`src/rtl/imm_extend_pipe.sv`:
```
// RV32I/RV64I immediate generator with a valid/ready output stage and a 2-entry skid buffer; 1-cycle latency.
// Backpressure: in_ready = !skid_valid; optional reserved-format flag out_err under IMMEXT_ERR_EN.
module imm_extend_pipe #(
  parameter int XLEN  = 32,
  parameter int TAG_W = 5
) (
  input  logic             clk,
  input  logic             rst_n,
  input  logic             in_valid,
  output logic             in_ready,
  input  logic [24:0]      instr,
  input  logic [2:0]       immsrc,
  input  logic [TAG_W-1:0] in_tag,
  output logic             out_valid,
  input  logic             out_ready,
  output logic [XLEN-1:0]  immext,
  output logic [TAG_W-1:0] out_tag
`ifdef IMMEXT_ERR_EN
  ,
  output logic             out_err
`endif
);

  typedef struct packed {
    logic [XLEN-1:0]  imm;
    logic [TAG_W-1:0] tag;
`ifdef IMMEXT_ERR_EN
    logic             err;
`endif
  } entry_t;

  logic [31:0]        imm32;
  logic               sext;
  logic signed [32:0] ext33;
  entry_t             new_ent;
  entry_t             main_ent;
  entry_t             skid_ent;
  logic               main_vld;
  logic               skid_vld;
  logic               acc;
  logic               xfer;

  // instr carries word bits [31:7], so word bit b lives at instr[b-7].
  always_comb begin
    imm32 = '0;
    sext  = 1'b1;
    case (immsrc)
      3'b000:  imm32 = {{20{instr[24]}}, instr[24:13]};
      3'b001:  imm32 = {{20{instr[24]}}, instr[24:18], instr[4:0]};
      3'b010:  imm32 = {{20{instr[24]}}, instr[0], instr[23:18], instr[4:1], 1'b0};
      3'b011:  imm32 = {{12{instr[24]}}, instr[12:5], instr[13], instr[23:14], 1'b0};
      3'b100:  imm32 = {instr[24:5], 12'b0};
      3'b101:  begin
        imm32 = {27'b0, instr[12:8]};
        sext  = 1'b0;
      end
      default: begin
        imm32 = '0;
        sext  = 1'b0;
      end
    endcase
  end

  assign ext33 = {sext & imm32[31], imm32};

  always_comb begin
    new_ent     = '0;
    new_ent.imm = XLEN'(ext33);
    new_ent.tag = in_tag;
`ifdef IMMEXT_ERR_EN
    new_ent.err = immsrc[2] & immsrc[1];
`endif
  end

  assign in_ready  = !skid_vld;
  assign out_valid = main_vld;
  assign immext    = main_ent.imm;
  assign out_tag   = main_ent.tag;
`ifdef IMMEXT_ERR_EN
  assign out_err   = main_ent.err;
`endif

  assign acc  = in_valid && in_ready;
  assign xfer = main_vld && out_ready;

  // acc implies the skid is empty, so the skid-drain branch never races a new accept.
  always_ff @(posedge clk) begin
    if (!rst_n) begin
      main_vld <= 1'b0;
      skid_vld <= 1'b0;
      main_ent <= '0;
      skid_ent <= '0;
    end else if (skid_vld && xfer) begin
      main_ent <= skid_ent;
      skid_vld <= 1'b0;
    end else if (acc && main_vld && !xfer) begin
      skid_ent <= new_ent;
      skid_vld <= 1'b1;
    end else if (acc) begin
      main_ent <= new_ent;
      main_vld <= 1'b1;
    end else if (xfer) begin
      main_vld <= 1'b0;
    end
  end

endmodule

```
`config.mk`:
```
export PLATFORM = sky130hd
export DESIGN_NAME = imm_extend_pipe
export DESIGN_NICKNAME = d
export VERILOG_FILES = /design/src/rtl/imm_extend_pipe.sv
export SDC_FILE = /design/constraint.sdc
export NUM_CORES = 1
export LEC_CHECK = 0
export ABC_AREA = 1
export ABC_CLOCK_PERIOD_IN_PS = 3500
export BUFFER_PORTS_ARGS = -buffer_cell sky130_fd_sc_hd__buf_2
export CORE_MARGIN = 2
export CORE_UTILIZATION = 58
export DETAILED_ROUTE_END_ITERATION = 10
export HOLD_SLACK_MARGIN = 0.1
export PLACE_DENSITY = 0.85
export SYNTH_ARGS = -nofsm -noshare
export SYNTH_HDL_FRONTEND = slang
export SYNTH_SLANG_ARGS = --single-unit
```
`constraint.sdc`:
```
create_clock -name clk -period 3.5 [get_ports clk]
set_clock_uncertainty 0.2 [all_clocks]
set_input_delay 0.525 -clock clk [delete_from_list [all_inputs] [get_ports clk]]
set_output_delay 0.525 -clock clk [all_outputs]
set_load 0.02 [all_outputs]
```
==> results.py <==
metrics = {
    "die": {
        "start_util_pct": 60.9,
        "dieWidth_um": 80.5,
        "die_h_um": 80.5,
        "core_area_mm2": 0.00557,
        "die-area_mm2": 0.00648,
        "rows": 27,
        "boundaryPins": 76,
    },
    "setup_path": {
        "cp.depth": 4,
        "startpoint_type": "flip-flop",
        "crit_slowest_cell": "inv_2",
        "reg2reg_from": "out_valid",
        "critPathMaxFanout": 37,
        "slowest_delay_ns": 0.73,
        "arrival_ns": 2.32,
        "crit_top_cell": "a21oi_1",
        "worstSetupEndpointType": "flip-flop",
        "crit_chain": "nand3_1 -> inv_2 -> a21oi_1 -> a21oi_1",
        "critPathKind": "reg2reg",
        "crit_required_ns": 3.56,
        "cp_num_buf_inv": 1,
        "r2r_cells": 4,
        "cpLargestDelayFamily": "buffers and inverters",
        "crit_path_start": "out_valid",
    },
    "run": {
        "drv_cap": 0,
    },
    "place": {
        "place.gp.congestion": 0.826,
        "dp_hpwl_mm": 5.39,
        "pre_cts_slack_ns": 1.03,
        "port_buffers": 75,
        "dp.cells": 589,
    },
    "min_path": {
        "min-delay-start": "in_tag[4]",
        "hold_class": "in2reg",
        "holdPathStages": 3,
    },
    "logic_synthesis": {
        "yosys-top-cells-area": "dfxtp_1 45%, o21ai_0 9.6%, nand2_1 9.3%",
        "synth_area_mm2": 0.00339,
        "synth_top_cell_by_area": "dfxtp_1",
        "synth_top_area_share_pct": 44.8,
        "yosysMostFrequentCell": "nand2_1",
        "synth_cell_type_count": 24,
        "synthCells": 473,
        "yosys_register_bits": 76,
        "async_flop_share_pct": 0,
        "avgSynthCellArea_um2": 7.17,
        "synth_edf_count": 0,
        "synth_commonest_cells": "84 x nand2_1, 76 x dfxtp_1, 65 x o21ai_0, 61 x nor2_1, 56 x a21oi_1",
        "ys_seq_area_share_pct": 44.8,
        "yosys_warnings": 0,
        "synth-main-ff-cell": "dfxtp_1",
        "synth_fp_nets": 510,
    },
    "power_and_ir_drop": {
        "p_clk_share_pct": 32.3,
        "vdd_drop_max_uv": 270,
        "p_int_uw": 1320,
        "switching_share_pct": 29.5,
        "switchingPower_uw": 553,
        "seq_power_share_pct": 50.9,
        "total_leakage_power_uw": 0.00186,
        "pwr-share-comb_pct": 16.7,
        "power.density_mw_per_mm2": 485,
    },
    "finish": {
        "finalNonFillerCells": 605,
        "n_antenna_cell": 0,
        "drive_above_1_share_pct": 20.8,
        "finalNetCount": 565,
        "areaGrowthSynthToFinish_pct": 13.7,
    },
    "clocking": {
        "postCtsHoldBufs": 0,
        "clockBufferDepth": 2,
        "cts_resized": 0,
        "clock-root-buffer": "clkbuf_8",
        "tritoncts": "done",
        "insertion_delay_ns": 0.34,
        "cts_inserted_buffers": 9,
        "htree_levels": 3,
        "cts_sinks": 76,
        "clk_pin_slew_ns": 0.07,
        "postCtsSetupRepairBufs": 0,
    },
    "detailed_routing": {
        "viasPerCell": 5.60,
        "num_vias": 3385,
        "wl_mm": 8.68,
        "drc": 0,
        "wire_per_inst_um": 14.4,
        "drt_iter0_markers": 320,
        "drtPass1Iterations": 5,
        "antenna_left": 0,
    },
    "sta": {
        "worst_pin_slew_ns": 0.758,
        "slew-limit-headroom_pct": 49.4,
        "fmax_mhz": 442,
        "period_share_pct": 64.6,
        "fin_ws_ns": 1.24,
        "setup-violations-final": 0,
        "finalMaxSlewViolations": 0,
        "period_needed_ns": 2.26,
        "rsz0062_at_grt": "false",
        "finalSetupTns_ns": 0,
        "hold_viol": 0,
    },
    "grt": {
        "grt_pass1_wl_mm": 14.2,
        "overflow": 0,
        "antenna_found_initial": 0,
        "grt_max_degree": 49,
        "grt_pass1_vias": 3089,
        "grt_use_total_pct": 27.7,
    },
    "run_status": {
        "status": "complete, no violations",
    },
}
## final timing paths
check,endpoint,slack (ns)
min reg2reg,skid_ent[11],0.25
max,immext[2],1.24
max reg2reg,immext[2],1.24
min,skid_ent[4],0.23
## layer usage
metal	wire (um)	global-route usage [%]	up-vias
li1	-	-	1684
met2	4230	46.9	135
met3	578	4.72	9
met5	0	0	-
met4	89	9.83	0
met1	3790	35.3	1557
## layout make-up
type	instances	area, um2
multi-input combinational	330	1550
clock buffer	12	155
clock inverter	4	23.8
tap	72	90.1
inverter	33	124
sequential	76	1520
timing repair buffer	78	398
fill	488	1720
## metrics by stage
| stage | hold WS [ns] | instance area (um2) | utilization [%] | power, uW |
|---|---|---|---|---|
| final | 0.230 | 3860 | 69.2 | 1870 |
| after global placement | 0.230 | 3680 | 66.0 | 1270 |
| after detailed placement | 0.234 | 3680 | 66.0 | 1280 |
| after CTS | 0.223 | 3860 | 69.2 | 1870 |
| after floorplan | 0.224 | 3390 | - | 1190 |
| after global routing | 0.237 | 3860 | 69.2 | 1950 |
## flip-flops by register name, indices dropped and copies added (netlist names)
| signal | cells |
|---|---|
| out_tag | 5 |
| immext | 32 |
| skid_ent | 37 |
| skid_vld | 1 |
| out_valid | 1 |
## placed cells by master, fill, tap and decap left out
cell,count
o21ai_0,65
a211oi_1,3
inv_1,26
a31oi_1,16
buf_4,3
clkinv_4,1
nand2_1,84
nand3_2,1
nand2_2,6
o211ai_1,2
o21ai_2,1
o21ai_1,14
clkinv_2,3
inv_2,7
dfxtp_1,76
nor2_4,2
clkbuf_1,1
nand2_4,1
nand4_1,6
clkbuf_8,11
nor2_1,61
a21oi_1,56
buf_2,75
nand3_1,12
## kinds of logic after synthesis
group                  Yosys count  synth area share [%]
flip-flops                      76                  44.8
AND/OR/NAND/NOR                173                  21.3
buffers and inverters           67                  9.62
AO/OA/AOI/OAI                  157                  24.2
## tightest hold or removal path: stages
cell	delay, ns
buf_2	0.09
nor2_1	0.04
nor2_1	0.08
## power by group through the flow
stage / clock network, uW / logic (uW) / registers (uW)
2_1_floorplan: 0 / 171 / 1020
3_3_place_gp: 0 / 304 / 970
4_1_cts: 608 / 312 / 953
3_5_place_dp: 0 / 310 / 971
5_1_grt: 645 / 348 / 959
6_report: 605 / 313 / 953
(Power assumes the default switching activity.)
